**src/rtl/mem_arb_pkg.sv**
```systemverilog
// Shared command codes, FSM state encoding and command helper for mem_arbiter.
package mem_arb_pkg;

  localparam logic [2:0] CMD_WRITE = 3'd2;
  localparam logic [2:0] CMD_READ  = 3'd3;
  localparam logic [2:0] CMD_IDLE  = 3'd4;

  typedef enum logic [1:0] {
    ST_IDLE,
    ST_ISSUE,
    ST_RESP
  } state_e;

  // Unknown requester commands are still granted but reach memory as idle.
  function automatic logic [2:0] to_mem_cmd(input logic [2:0] cmd);
    return (cmd == CMD_WRITE || cmd == CMD_READ) ? cmd : CMD_IDLE;
  endfunction

endpackage

```
**src/rtl/mem_arbiter_rr_pick2.sv**
```systemverilog
// Two-way round-robin winner selection: on a tie the requester not granted last wins.
module rr_pick2 (
  input  logic req0,
  input  logic req1,
  input  logic last,
  output logic winner,
  output logic any
);

  assign any    = req0 | req1;
  assign winner = (req0 && req1) ? ~last : req1;

endmodule

```
**src/rtl/mem_arbiter.sv**
```systemverilog
// Two-requester single-port memory arbiter (IDLE -> ISSUE -> RESP).
// Optional burst lock: define MEM_ARB_BURST_LOCK_EN to let an owner keep the port for up to BURST_MAX accesses.
module mem_arbiter
  import mem_arb_pkg::*;
#(
  parameter int DW        = 32,
  parameter int AW        = 8,
  parameter int BURST_MAX = 4
) (
  input  logic          clk,
  input  logic          rst,
  input  logic          req0,
  input  logic [2:0]    cmd0,
  input  logic [AW-1:0] addr0,
  input  logic [DW-1:0] wdata0,
  input  logic          req1,
  input  logic [2:0]    cmd1,
  input  logic [AW-1:0] addr1,
  input  logic [DW-1:0] wdata1,
  output logic          gnt0,
  output logic          gnt1,
  output logic          rvalid0,
  output logic          rvalid1,
  output logic [DW-1:0] rdata,
  output logic [2:0]    mem_cmd,
  output logic [AW-1:0] mem_addr,
  output logic [DW-1:0] mem_wdata,
  input  logic [DW-1:0] mem_rdata
);

  if (BURST_MAX < 1) begin : g_cfg_check
    $error("mem_arbiter: BURST_MAX must be at least 1");
  end

  state_e        state_q, state_d;
  logic          owner_q, owner_d;
  logic          last_q, last_d;
  logic          is_rd_q, is_rd_d;
  logic          gnt0_q, gnt0_d;
  logic          gnt1_q, gnt1_d;
  logic [2:0]    mem_cmd_q, mem_cmd_d;
  logic [AW-1:0] mem_addr_q, mem_addr_d;
  logic [DW-1:0] mem_wdata_q, mem_wdata_d;

  logic          pick_winner, pick_any;
  logic          load, load_owner;
  logic [2:0]    sel_cmd;

  rr_pick2 u_pick (
    .req0   (req0),
    .req1   (req1),
    .last   (last_q),
    .winner (pick_winner),
    .any    (pick_any)
  );

`ifdef MEM_ARB_BURST_LOCK_EN
  localparam int CW = $clog2(BURST_MAX + 1);
  logic [CW-1:0] cnt_q, cnt_d;
  logic          owner_req;
  assign owner_req = owner_q ? req1 : req0;
`endif

  // NOTE: every always_comb output gets a default first, so no path leaves it unassigned and no latch is inferred.
  always_comb begin
    state_d     = state_q;
    owner_d     = owner_q;
    last_d      = last_q;
    is_rd_d     = is_rd_q;
    gnt0_d      = 1'b0;
    gnt1_d      = 1'b0;
    mem_cmd_d   = CMD_IDLE;
    mem_addr_d  = mem_addr_q;
    mem_wdata_d = mem_wdata_q;
    load        = 1'b0;
    load_owner  = pick_winner;
    sel_cmd     = CMD_IDLE;

    case (state_q)
      ST_IDLE: begin
        if (pick_any) begin
          load    = 1'b1;
          state_d = ST_ISSUE;
        end
      end
      ST_ISSUE: begin
        last_d  = owner_q;
        state_d = ST_RESP;
      end
      ST_RESP: begin
        state_d = ST_IDLE;
`ifdef MEM_ARB_BURST_LOCK_EN
        if (owner_req && (cnt_q < CW'(BURST_MAX))) begin
          load       = 1'b1;
          load_owner = owner_q;
          state_d    = ST_ISSUE;
        end
`endif
      end
      default: state_d = ST_IDLE;
    endcase

    // Capture the winner's request so the memory command is driven from flops in ISSUE.
    if (load) begin
      sel_cmd     = load_owner ? cmd1 : cmd0;
      owner_d     = load_owner;
      is_rd_d     = (sel_cmd == CMD_READ);
      gnt0_d      = ~load_owner;
      gnt1_d      = load_owner;
      mem_cmd_d   = to_mem_cmd(sel_cmd);
      mem_addr_d  = load_owner ? addr1 : addr0;
      mem_wdata_d = load_owner ? wdata1 : wdata0;
    end
  end

`ifdef MEM_ARB_BURST_LOCK_EN
  always_comb begin
    cnt_d = cnt_q;
    if (state_q == ST_IDLE) cnt_d = '0;
    if (load) cnt_d = (state_q == ST_RESP) ? cnt_q + CW'(1) : CW'(1);
  end

  always_ff @(posedge clk or negedge rst) begin
    if (!rst) cnt_q <= '0;
    else      cnt_q <= cnt_d;
  end
`endif

  // NOTE: state flops use non-blocking assignments so every flop samples pre-edge values regardless of statement order.
  always_ff @(posedge clk or negedge rst) begin
    if (!rst) begin
      state_q     <= ST_IDLE;
      owner_q     <= 1'b0;
      last_q      <= 1'b1;
      is_rd_q     <= 1'b0;
      gnt0_q      <= 1'b0;
      gnt1_q      <= 1'b0;
      mem_cmd_q   <= CMD_IDLE;
      mem_addr_q  <= '0;
      mem_wdata_q <= '0;
    end else begin
      state_q     <= state_d;
      owner_q     <= owner_d;
      last_q      <= last_d;
      is_rd_q     <= is_rd_d;
      gnt0_q      <= gnt0_d;
      gnt1_q      <= gnt1_d;
      mem_cmd_q   <= mem_cmd_d;
      mem_addr_q  <= mem_addr_d;
      mem_wdata_q <= mem_wdata_d;
    end
  end

  assign gnt0      = gnt0_q;
  assign gnt1      = gnt1_q;
  assign mem_cmd   = mem_cmd_q;
  assign mem_addr  = mem_addr_q;
  assign mem_wdata = mem_wdata_q;
  assign rvalid0   = (state_q == ST_RESP) && is_rd_q && !owner_q;
  assign rvalid1   = (state_q == ST_RESP) && is_rd_q &&  owner_q;
  assign rdata     = mem_rdata;

endmodule

```
**config.mk**
```make
export PLATFORM = sky130hd
export DESIGN_NAME = mem_arbiter
export DESIGN_NICKNAME = d
export VERILOG_FILES = /design/src/rtl/mem_arb_pkg.sv /design/src/rtl/mem_arbiter_rr_pick2.sv /design/src/rtl/mem_arbiter.sv
export SDC_FILE = /design/constraint.sdc
export NUM_CORES = 1
export LEC_CHECK = 0
export ABC_CLOCK_PERIOD_IN_PS = 1800
export BUFFER_PORTS_ARGS = -buffer_cell sky130_fd_sc_hd__buf_4
export CAP_MARGIN = 5
export CORE_ASPECT_RATIO = 1.2
export CORE_MARGIN = 4
export CORE_UTILIZATION = 38
export CTS_CLUSTER_DIAMETER = 120
export DETAILED_ROUTE_END_ITERATION = 16
export GPL_TIMING_DRIVEN = 0
export HOLD_SLACK_MARGIN = 0.1
export PLACE_DENSITY = 0.87
export SLEW_MARGIN = 0
export SYNTH_ARGS = -nofsm -noshare
export SYNTH_HDL_FRONTEND = slang
export SYNTH_SLANG_ARGS = --single-unit
```
**constraint.sdc**
```tcl
create_clock -name clk -period 1.8 [get_ports clk]
set_clock_uncertainty 0.2 [all_clocks]
set_input_delay 0.36 -clock clk [delete_from_list [all_inputs] [get_ports clk]]
set_output_delay 0.36 -clock clk [all_outputs]
set_load 0.02 [all_outputs]
```
**Word level (Yosys, flattened, before mapping)**

Index checks and enable logic that the tools add are counted.

- Latch bits: 0
- Memory bits (writable): 0
- Memories: 0
- Bits of input ports: 122
- Register bits after elaboration: 50
- ROM bits: 0
- Output and inout bits: 79

- Add/sub/neg operators: 0
- Bitwise gates (word level): 3
- Eq/ne operators: 5
- Shift operators: 0
- Magnitude comparators: 0
- Multiply operators: 0
- Div/mod/pow operators: 0
- Muxes and demuxes: 12
- Reduce and logical (&&, ||, !) cells: 7

Operator list:

| operator | count |
|---|---|
| 2-to-1 mux 32 bit | 1 |
| 2-to-1 mux 3 bit | 3 |
| 2-to-1 mux 8 bit | 1 |
| equality test 3 x 2 -> 1 bit (second input constant) | 2 |
| 2-to-1 mux 1 bit | 5 |
| logical AND 1 bit | 4 |
| one-hot mux 2 bit (2 select lines) | 1 |
| equality test 2 x 1 -> 1 bit (second input constant) | 1 |
| equality test 2 bit (second input constant) | 1 |
| zero test 2 bit | 1 |
| 2-to-1 mux 2 bit | 1 |
| != test 2 bit (second input constant) | 1 |
| inverter 1 bit | 2 |
| zero test 1 bit | 1 |
| logical OR 1 bit | 1 |
| bitwise OR 1 bit | 1 |

**Depth between registers and ports, before layout**

Gate-level depths: netlist of the first run.

- Depth after elaboration: 7
- Mapped depth: 6
- Gate-level depth less buffers: 4

**Hierarchy**

From an unflattened synthesis of the first run, not the netlist that was laid out.

- Cell total of the unflattened synthesis: 236
- Area total of the unflattened synthesis: 2562.5 um^2

Modules (own cells, without submodules):

| module | cells an instance | area an instance (um^2) | instances | sequential area each (um^2) |
|---|---|---|---|---|
| mem_arbiter | 234 | 2548.7 | 1 | 1253.7 |
| rr_pick2 | 2 | 13.8 | 1 | 0.0 |

**Least setup slack after synthesis of the first run**

No wires, ideal clock.

- Kind: register to register
- From: register last_q
- To: register mem_addr_q[0] (netlist: mem_addr[0])
- Path slack: 186 ps
- Data arrival time: 1287 ps
- Data required time: 1473 ps
- Path buffers: 2
- Library setup time: 127 ps
- Clock period less this slack: 1614 ps
- Stages on the path, launching flop included: 7
- Path through: dfstp_2 -> a21boi_1 -> and2_1 -> buf_2 -> buf_2 -> a222oi_1 -> inv_1

- Word-level cells in the longest chain between the ends: 3

RTL lines:

| element | RTL line | text |
|---|---|---|
| from (decl) | mem_arbiter.sv:37 | `logic last_q, last_d;` |
| from (signal assigned) | mem_arbiter.sv:144 | `last_q <= last_d;` |
| inverter 1 bit | mem_arbiter_rr_pick2.sv:11 | `assign winner = (req0 && req1) ? ~last : req1;` |
| 2-to-1 mux 1 bit | mem_arbiter_rr_pick2.sv:11 |  |
| 2-to-1 mux 8 bit | mem_arbiter.sv:111 | `mem_addr_d = load_owner ? addr1 : addr0;` |
| to (signal assigned) | mem_arbiter.sv:149 | `mem_addr_q <= mem_addr_d;` |
| to (decl) | mem_arbiter.sv:42 | `logic [AW-1:0] mem_addr_q, mem_addr_d;` |

Every way passes these cells.
A chain may end at the register's enable or synchronous reset.

**Worst setup path in the final report of the first run**

- From: register last_q
- To: register mem_wdata_q[24] (netlist: mem_wdata[24])

- Word-level cells in the longest chain between the ends: 3

RTL lines:

| element | RTL line | text |
|---|---|---|
| inverter 1 bit | mem_arbiter_rr_pick2.sv:11 |  |
| 2-to-1 mux 1 bit | mem_arbiter_rr_pick2.sv:11 |  |
| 2-to-1 mux 32 bit | mem_arbiter.sv:112 | `mem_wdata_d = load_owner ? wdata1 : wdata0;` |
| to (signal assigned) | mem_arbiter.sv:150 | `mem_wdata_q <= mem_wdata_d;` |
| to (decl) | mem_arbiter.sv:43 | `logic [DW-1:0] mem_wdata_q, mem_wdata_d;` |

Every way passes these cells.

==> report_table.html, run 1 <==
<table>
<tr><th>Metric</th><th>Value</th></tr>
<tr><th colspan="2">Setup path</th></tr>
<tr><td>Sort of element at the end of the critical path</td><td>register</td></tr>
<tr><td>Critical path class</td><td>register to register</td></tr>
<tr><td>Type of element launching the critical path</td><td>register</td></tr>
<tr><td>Critical Path AT</td><td>1.76 ns</td></tr>
<tr><td>CP max FO</td><td>6</td></tr>
<tr><td>Required arrival time at the worst endpoint</td><td>~1.8 ns</td></tr>
<tr><th colspan="2">Final layout</th></tr>
<tr><td>Final non-filler cell total</td><td>about 530</td></tr>
<tr><td>Share of layout cells above drive strength 1</td><td>between 50 and 60%</td></tr>
<tr><td>Fin util</td><td>78.5%</td></tr>
<tr><td>Layout-stage area growth over the synthesis result</td><td>98.4%</td></tr>
<tr><td>Number of nets in the final layout</td><td>around 570</td></tr>
<tr><th colspan="2">Placement</th></tr>
<tr><td>Half-perimeter wire length of the detailed placement result</td><td>6110 µm</td></tr>
<tr><td>DP Cell Count</td><td>445</td></tr>
<tr><td>Final weighted congestion in routability-driven placement</td><td>0.715</td></tr>
<tr><td>Worst slack at placement</td><td>-0.167 ns</td></tr>
<tr><td>IO Port Bufs</td><td>168</td></tr>
<tr><th colspan="2">Clock network</th></tr>
<tr><td>Skew-Pair Late Insertion Delay</td><td>just under 0.3 ns</td></tr>
<tr><td>Clock tree root buffer cell</td><td>clkbuf_8</td></tr>
<tr><td>CTS Buf Count</td><td>5</td></tr>
<tr><td>TritonCTS clock tree</td><td>yes</td></tr>
<tr><td>Clock sink count</td><td>50</td></tr>
<tr><td>Max Buffers Root-to-Sink</td><td>2</td></tr>
<tr><td>Clock slew at reported path FFs</td><td>~0.09 ns</td></tr>
<tr><td>Clock H-tree levels</td><td>2</td></tr>
<tr><th colspan="2">Synth</th></tr>
<tr><td>Dominant combinational cell family by area after synthesis</td><td>buffers and inverters</td></tr>
<tr><td>Simple-gate share of the synthesized area</td><td>2.59%</td></tr>
<tr><td>Post-synth EDFFs</td><td>0</td></tr>
<tr><td>Syn avg cell area</td><td>11.5 µm²</td></tr>
<tr><td>Cell count after synthesis</td><td>around 200</td></tr>
<tr><td>Number of warnings issued by yosys</td><td>0</td></tr>
<tr><td>Fraction of synthesis flops using an asynchronous set or reset pin</td><td>100%</td></tr>
<tr><td>Yosys cell types</td><td>23</td></tr>
<tr><td>Mux cell area share after synthesis</td><td>0.936%</td></tr>
<tr><td>Register bit total from synthesis</td><td>50</td></tr>
<tr><td>XOR/XNOR share of the synthesized area</td><td>0%</td></tr>
<tr><td>Area of the mapped netlist</td><td>0.00227 mm²</td></tr>
<tr><td>Adder-cell share of the synthesized area</td><td>0%</td></tr>
<tr><td>Top cells by count, synth</td><td>dfrtp_1, inv_1, a222oi_1, buf_4</td></tr>
<tr><td>Leading register cell type out of synthesis</td><td>dfrtp_1</td></tr>
<tr><td>Most instantiated library cell after synthesis</td><td>dfrtp_1</td></tr>
<tr><td>Nets in the synthesized netlist</td><td>319</td></tr>
<tr><td>Fraction of post-synthesis cell area in the top cell type by area</td><td>52.8%</td></tr>
<tr><td>Post-synthesis sequential area ratio</td><td>55.1%</td></tr>
<tr><td>Cell types with the largest area share after synthesis</td><td>dfrtp_1, a222oi_1, buf_4</td></tr>
<tr><td>Synthesized-area fraction occupied by ao, oa, aoi and oai cells</td><td>19.4%</td></tr>
<tr><td>Synth area leader</td><td>dfrtp_1</td></tr>
<tr><th colspan="2">Power and ir drop</th></tr>
<tr><td>Standby leakage power</td><td>2.44 nW</td></tr>
<tr><td>Reported net switching power</td><td>2.46 mW</td></tr>
<tr><td>Switching share of power</td><td>between 40% and 50%</td></tr>
<tr><td>Peak ir drop on the vdd network</td><td>0.000744 V</td></tr>
<tr><td>Clock group share of total power</td><td>10.9%</td></tr>
<tr><td>Combinational share of power</td><td>a little under three fifths</td></tr>
<tr><td>Cell area power density</td><td>1340 mW/mm²</td></tr>
<tr><td>Int Pwr</td><td>approximately 3.6 mW</td></tr>
<tr><td>Share of power burned in registers</td><td>between 30% and 40%</td></tr>
<tr><td>Power after layout</td><td>6.05 mW</td></tr>
<tr><th colspan="2">Min path</th></tr>
<tr><td>Hold/Removal Path Class</td><td>primary input to register</td></tr>
<tr><th colspan="2">Floorplan</th></tr>
<tr><td>Initial Util</td><td>39.6%</td></tr>
<tr><td>Die extent in x</td><td>slightly below 80 µm</td></tr>
<tr><td>Number of rows created at floorplan</td><td>30</td></tr>
<tr><td>I/O pins</td><td>201</td></tr>
<tr><td>Chip Height</td><td>92.7 µm</td></tr>
<tr><td>Core box area</td><td>0.00574 mm²</td></tr>
<tr><td>Die area</td><td>0.00729 mm²</td></tr>
<tr><th colspan="2">Routing</th></tr>
<tr><td>Detailed-route vias per instance</td><td>5.00</td></tr>
<tr><td>Number of DRC violations after detailed-routing iteration 0</td><td>254</td></tr>
<tr><td>Via count</td><td>2,631</td></tr>
<tr><td>Number of antenna-violating nets in the routed design</td><td>0</td></tr>
<tr><td>Post-Route WL</td><td>approximately 9600 µm</td></tr>
<tr><td>Number of detailed-routing iterations run before antenna repair</td><td>9</td></tr>
<tr><td>Avg WL per Cell</td><td>18.3 µm</td></tr>
<tr><td>Remaining routing DRC violations</td><td>0</td></tr>
<tr><th colspan="2">GRT</th></tr>
<tr><td>Initial antenna violation count</td><td>1</td></tr>
<tr><td>Global route overflow</td><td>0</td></tr>
<tr><td>Via count of the first global-routing pass</td><td>around 2,800</td></tr>
<tr><td>Overall global routing resource usage</td><td>25.9%</td></tr>
<tr><td>Largest net degree at the start of global routing</td><td>51</td></tr>
<tr><td>Global-route wire length before repair</td><td>about 15,000 µm</td></tr>
<tr><th colspan="2">Timing</th></tr>
<tr><td>Final setup fails</td><td>0</td></tr>
<tr><td>Worst slew margin relative to its limit</td><td>58.2%</td></tr>
<tr><td>Actual slew at the worst max-slew pin</td><td>0.627 ns</td></tr>
<tr><td>Worst Slack Setup Final</td><td>0.0123 ns</td></tr>
<tr><td>Setup repair after global routing missed its margin</td><td>yes</td></tr>
<tr><td>Final hold viol count</td><td>0</td></tr>
<tr><td>Tcrit/Tclk final</td><td>99.3%</td></tr>
<tr><td>Final critical delay including setup and external delays</td><td>1.79 ns</td></tr>
<tr><td>Fmax achieved</td><td>559 MHz</td></tr>
<tr><td>Final hold slack</td><td>0.0929 ns</td></tr>
<tr><td>Final count of pins violating max slew</td><td>0</td></tr>
<tr><th colspan="2">Run status</th></tr>
<tr><td>Result of the run</td><td>completed</td></tr>
<tr><th colspan="2">Job</th></tr>
<tr><td>Max Cap Viol</td><td>0</td></tr>
</table>
## cell families after synthesis
| family | count (synthesis) |
|---|---|
| buffers and inverters | 89 |
| AND/OR/NAND/NOR | 11 |
| AO/OA/AOI/OAI | 45 |
| multiplexers | 2 |
| flip-flops | 50 |
## registers in the layout, indices dropped and copies added (netlist names)
register,count
state_q,2
mem_addr,8
gnt1,1
gnt0,1
mem_wdata,32
mem_cmd,3
owner_q,1
is_rd_q,1
last_q,1
## cell type report
type                    instances  area [µm²]
plain buffers                  45         354
clock inverters                 1        5.00
inverters                      43         161
repair buffers                240        1980
well taps                      80         100
multi-input cells              58         559
fillers                       346        1230
flip-flops and latches         50        1250
clock buffers                   7        86.3
diodes                          2        5.00
## critical path, stage by stage (launching register included)
cell      delay, ns
dfstp_2        0.39
nand2b_4       0.13
and3_4         0.14
buf_6          0.13
buf_8          0.12
buf_12         0.12
a222oi_1       0.36
inv_1          0.08
## per-stage QoR
step | setup TNS (ns) | cell area [µm²]
after detailed placement | -4.69 | 3630
after global placement | -4.34 | 3630
after CTS | 0 | 4420
final | 0 | 4510
after global routing | -0.154 | 4510
after floorplan | 0 | 2270
## cell usage in the layout (no fill, tap or decap), drive strengths merged, types with 10 or more instances in the layout
cell type	count
clkbuf	10
buf	214
inv	43
a222oi	40
dfrtp	48
dlygate4sd3	68
## layer usage
layer,up-vias,routed length (µm),global-route usage [%]
met5,-,0,0
li1,1171,-,-
met1,1223,3210,26.5
met3,34,968,8.37
met4,0,398,12.4
met2,203,5040,46.8
## power groups by stage
stage | clock network, mW | registers [mW] | logic [mW]
2_1_floorplan | 0 | 2.50 | 1.20
3_3_place_gp | 0 | 1.93 | 2.97
3_5_place_dp | 0 | 1.96 | 3.06
4_1_cts | 0.681 | 1.95 | 3.23
5_1_grt | 0.713 | 2.04 | 3.61
6_report | 0.660 | 1.99 | 3.39
## path summary, 6_finish.rpt
check / from / end / slack, ns / cells past startpoint
worst max-delay path: last_q / mem_wdata[24] / 0.01 / 7
worst min-delay path: wdata0[28] / mem_wdata[28] / 0.09 / 3
worst max register to register: last_q / mem_wdata[24] / 0.01 / 7
worst min register to register: mem_wdata[16] / mem_wdata[16] / 0.31 / 2
max in group asynchronous: rst / state_q[0] / 0.50 / 2
min in group asynchronous: rst / mem_addr[0] / 0.43 / 2
## what timing repair did
item / in CTS / in global routing
hold buffers: 68 / 0
buffers inserted: 0 / 4
resized for setup: 11 / 11
hold endpoints to repair: 89 / 0
setup endpoints to repair: 37 / 35
pin swaps: 3 / 5
No activity file was read; power rests on OpenSTA's default activity.
==> run 2: changes to the inputs <==
--- a/config.mk
+++ b/config.mk
@@ -10,12 +10,13 @@
 export CAP_MARGIN = 5
 export CORE_ASPECT_RATIO = 1.2
 export CORE_MARGIN = 4
-export CORE_UTILIZATION = 38
+export CORE_UTILIZATION = 39
+export CTS_BUF_LIST = sky130_fd_sc_hd__clkbuf_8
 export CTS_CLUSTER_DIAMETER = 120
 export DETAILED_ROUTE_END_ITERATION = 16
 export GPL_TIMING_DRIVEN = 0
 export HOLD_SLACK_MARGIN = 0.1
-export PLACE_DENSITY = 0.87
+export PLACE_DENSITY = 0.89
 export SLEW_MARGIN = 0
 export SYNTH_ARGS = -nofsm -noshare
 export SYNTH_HDL_FRONTEND = slang
==> constraint.sdc (replaced) <==
create_clock -name clk -period 1.8 [get_ports clk]
set_clock_uncertainty 0.2 [all_clocks]
set_input_delay 0.36 -clock clk [delete_from_list [all_inputs] [get_ports clk]]
set_output_delay 0.36 -clock clk [all_outputs]
set_load 0.005 [all_outputs]
==> run 2 against run 1 <==
Routed wire length is 1.9% higher. Largest cell class unchanged. Register-to-register slack hardly changed. Core utilization grew 1.3 points. Sequential power barely moved. Clock-buffer cell count shrank 1. Clock power fell by 0.8%. Non-clock buffer count is 2 higher. Die area fell by 2.3%. First-iteration DRC count grew 2.0%. Via count is 0.91% higher. Design area rose by 0.33%. Sequential share of layout area fell by 0.092 points.
==> report_table.html, run 2 (synthesized netlist as in run 1, its figures left out) <==
<table>
<tr><th>Metric</th><th>Value</th></tr>
<tr><th colspan="2">GRT</th></tr>
<tr><td>Initial antenna violation count</td><td>0 (-1)</td></tr>
<tr><td>Via count of the first global-routing pass</td><td>2,946 (+3.5%)</td></tr>
<tr><td>Largest net degree at the start of global routing</td><td>51 (unchanged)</td></tr>
<tr><td>Overall global routing resource usage</td><td>26.5% (+0.66 points)</td></tr>
<tr><td>Global-route wire length before repair</td><td>14,700 µm (+0.80%)</td></tr>
<tr><td>Global route overflow</td><td>0 (unchanged)</td></tr>
<tr><th colspan="2">Clock network</th></tr>
<tr><td>Clock tree root buffer cell</td><td>clkbuf_8</td></tr>
<tr><td>TritonCTS clock tree</td><td>yes</td></tr>
<tr><td>Clock H-tree levels</td><td>2 (unchanged)</td></tr>
<tr><td>Max Buffers Root-to-Sink</td><td>2 (unchanged)</td></tr>
<tr><td>Clock slew at reported path FFs</td><td>0.09 ns (about the same)</td></tr>
<tr><td>Skew-Pair Late Insertion Delay</td><td>0.29 ns (about the same)</td></tr>
<tr><td>CTS Buf Count</td><td>5 (unchanged)</td></tr>
<tr><td>Clock sink count</td><td>50 (unchanged)</td></tr>
<tr><th colspan="2">Power and ir drop</th></tr>
<tr><td>Standby leakage power</td><td>2.44 nW (about the same)</td></tr>
<tr><td>Peak ir drop on the vdd network</td><td>0.000734 V (-1.3%)</td></tr>
<tr><td>Cell area power density</td><td>1190 mW/mm² (-11%)</td></tr>
<tr><th colspan="2">Timing</th></tr>
<tr><td>Worst Slack Setup Final</td><td>0.0173 ns (+0.00499 ns)</td></tr>
<tr><td>Tcrit/Tclk final</td><td>99.0% (-0.28 points)</td></tr>
<tr><td>Fmax achieved</td><td>561 MHz (+0.28%)</td></tr>
<tr><td>Worst slew margin relative to its limit</td><td>58.2% (about the same)</td></tr>
<tr><td>Final critical delay including setup and external delays</td><td>1.78 ns (-0.00499 ns)</td></tr>
<tr><td>Final count of pins violating max slew</td><td>0 (unchanged)</td></tr>
<tr><td>Final hold viol count</td><td>0 (unchanged)</td></tr>
<tr><td>Actual slew at the worst max-slew pin</td><td>0.626 ns (-0.000818 ns)</td></tr>
<tr><td>Total Negative Setup Slacks</td><td>0 ns (unchanged)</td></tr>
<tr><td>Final setup fails</td><td>0 (unchanged)</td></tr>
<tr><td>Setup repair after global routing missed its margin</td><td>yes</td></tr>
<tr><th colspan="2">Setup path</th></tr>
<tr><td>Capture instance of the worst register-to-register path</td><td>mem_addr[3]</td></tr>
<tr><td>Family with the most delay on the worst path</td><td>compound AO/OA/AOI/OAI gates</td></tr>
<tr><td>Max incr delay on CP</td><td>0.45 ns (+0.06 ns)</td></tr>
<tr><td>Type of element launching the critical path</td><td>register</td></tr>
<tr><td>Reg2Reg Launch Point</td><td>state_q[0]</td></tr>
<tr><td>Cells along the critical path</td><td>nor2_4, o21ai_4, buf_4, a222oi_1, inv_1</td></tr>
<tr><td>Register-to-register setup slack</td><td>0.02 ns (about the same)</td></tr>
<tr><td>Critical Path AT</td><td>1.75 ns (about the same)</td></tr>
<tr><td>Required arrival time at the worst endpoint</td><td>1.77 ns (about the same)</td></tr>
<tr><td>WP buf/inv</td><td>2 (-2)</td></tr>
<tr><td>CP max FO</td><td>10 (+4)</td></tr>
<tr><td>Critical path class</td><td>register to register</td></tr>
<tr><td>Library cell contributing the largest single delay on the critical path</td><td>dfrtp_2</td></tr>
<tr><td>Sort of element at the end of the critical path</td><td>register</td></tr>
<tr><td>Cell count of the worst reg-to-reg path</td><td>5 (-2)</td></tr>
<tr><td>First element of the critical path</td><td>state_q[0]</td></tr>
<tr><th colspan="2">Final layout</th></tr>
<tr><td>Fin util</td><td>79.8% (+1.3 points)</td></tr>
<tr><td>Commonest cells after routing, fill and taps aside</td><td>buf_4, dlygate4sd3_1, dfrtp_1</td></tr>
<tr><td>Layout-stage area growth over the synthesis result</td><td>99.1%</td></tr>
<tr><td>Share of layout cells above drive strength 1</td><td>52.2% (-0.91 points)</td></tr>
<tr><td>Number of flip-flops in the largest register</td><td>32 (unchanged)</td></tr>
<tr><td>Filler Cells Inserted</td><td>334 (-3.5%)</td></tr>
<tr><td>Most common library cell in the layout ignoring fill and taps</td><td>buf_4</td></tr>
<tr><td>Number of nets in the final layout</td><td>567 (+0.35%)</td></tr>
<tr><th colspan="2">Min path</th></tr>
<tr><td>Hold Path End</td><td>mem_wdata[4]</td></tr>
<tr><td>Hold path depth</td><td>3 (unchanged)</td></tr>
<tr><td>Hold/Removal Path Class</td><td>primary input to register</td></tr>
<tr><td>Hold Crit Start</td><td>wdata0[4]</td></tr>
<tr><th colspan="2">Routing</th></tr>
<tr><td>Remaining routing DRC violations</td><td>0 (unchanged)</td></tr>
<tr><td>Detailed-route vias per instance</td><td>5.03 (+0.53%)</td></tr>
<tr><td>Number of antenna-violating nets in the routed design</td><td>0 (unchanged)</td></tr>
<tr><td>Number of detailed-routing iterations run before antenna repair</td><td>6 (-3)</td></tr>
<tr><td>Via count</td><td>2,655 (+0.91%)</td></tr>
<tr><td>Avg WL per Cell</td><td>18.6 µm (+1.5%)</td></tr>
<tr><td>Number of DRC violations after detailed-routing iteration 0</td><td>259 (+2.0%)</td></tr>
<tr><td>Post-Route WL</td><td>9800 µm (+1.9%)</td></tr>
<tr><th colspan="2">Floorplan</th></tr>
<tr><td>Chip Height</td><td>91.6 µm (-1.2%)</td></tr>
<tr><td>Initial Util</td><td>40.1% (+0.52 points)</td></tr>
<tr><td>Die area</td><td>0.00712 mm² (-2.3%)</td></tr>
<tr><td>I/O pins</td><td>201 (unchanged)</td></tr>
<tr><td>Die extent in x</td><td>77.7 µm (-1.2%)</td></tr>
<tr><td>Number of rows created at floorplan</td><td>30 (unchanged)</td></tr>
<tr><td>Core box area</td><td>0.00567 mm² (-1.3%)</td></tr>
<tr><th colspan="2">Placement</th></tr>
<tr><td>IO Port Bufs</td><td>168 (unchanged)</td></tr>
<tr><td>Half-perimeter wire length of the detailed placement result</td><td>5980 µm (-2.1%)</td></tr>
<tr><td>Final weighted congestion in routability-driven placement</td><td>0.778 (+8.8%)</td></tr>
<tr><td>Worst slack at placement</td><td>-0.150 ns (+0.0177 ns)</td></tr>
<tr><th colspan="2">Run status</th></tr>
<tr><td>Result of the run</td><td>completed</td></tr>
<tr><th colspan="2">Job</th></tr>
<tr><td>Max Cap Viol</td><td>0 (unchanged)</td></tr>
</table>
run 2: cell count changes in the layout (fill, tap and decap cells not counted), sizes merged:
cell	previous run	this run
clkbuf	10	8
dlygate4sd3	68	74
inv	43	44
buf	214	211
run 2: what timing repair did:
action,in CTS,in global routing
endpoints found under the setup margin,37,40
hold buffers,73,1
pin swaps,1,5
endpoints found under the hold margin,88,1
resized for setup,8,17
buffers inserted,0,1
run 2: power by group:
part / total [mW] / switching, mW / leakage, nW / internal [mW]
clock: 0.655 / 0.350 / 0.0524 / 0.305
combinational: 2.73 / 1.20 / 1.77 / 1.53
sequential: 2.00 / 0.342 / 0.618 / 1.66
total: 5.39 / 1.90 / 2.44 / 3.49
run 2: final cells by class:
cell class	count	area, µm²	share of cell area, %
sequential	50	1250	27.7
antenna	2	5.00	0.111
tap	80	100	2.21
timing repair buffer	243	2010	44.4
clock inverter	2	8.76	0.194
clock buffer	6	82.6	1.82
multi-input combinational	58	559	12.4
inverter	43	161	3.57
buffer	44	344	7.60
run 2: worst min-delay path, stage by stage:
cell      delay, ns
buf_4          0.08
a222oi_1       0.07
inv_1          0.05
run 2: metrics by stage:
step | instance area (µm²) | instances | total power [mW] | hold slack, ns
final | 4530 | 528 | 5.39 | 0.108
after global routing | 4520 | 526 | 5.71 | 0.109
after CTS | 4470 | 525 | 5.23 | 0.101
after detailed placement | 3630 | 445 | 4.41 | 0.223
after global placement | 3630 | 445 | 4.31 | 0.215
after floorplan | 2270 | 197 | 3.12 | -0.136
run 2: how the worst max path moves through the flow:
| stage | endpoint | slack [ns] | depth (start not counted) |
|---|---|---|---|
| after floorplan | mem_addr[0] | 0.19 | 6 |
| after global placement | mem_wdata[4] | -0.14 | 5 |
| after detailed placement | mem_addr[3] | -0.15 | 5 |
| after CTS | rvalid1 | 0.02 | 3 |
| after global routing | mem_addr[3] | -0.03 | 5 |
| final | mem_addr[3] | 0.02 | 5 |
run 2: metal layers:
metal | wire length (µm) | up-vias | GRT usage, %
li1 | - | 1176 | -
met2 | 5570 | 180 | 49.6
met1 | 3010 | 1264 | 26.2
met5 | 0 | - | 0
met3 | 849 | 35 | 7.27
met4 | 373 | 0 | 13.5
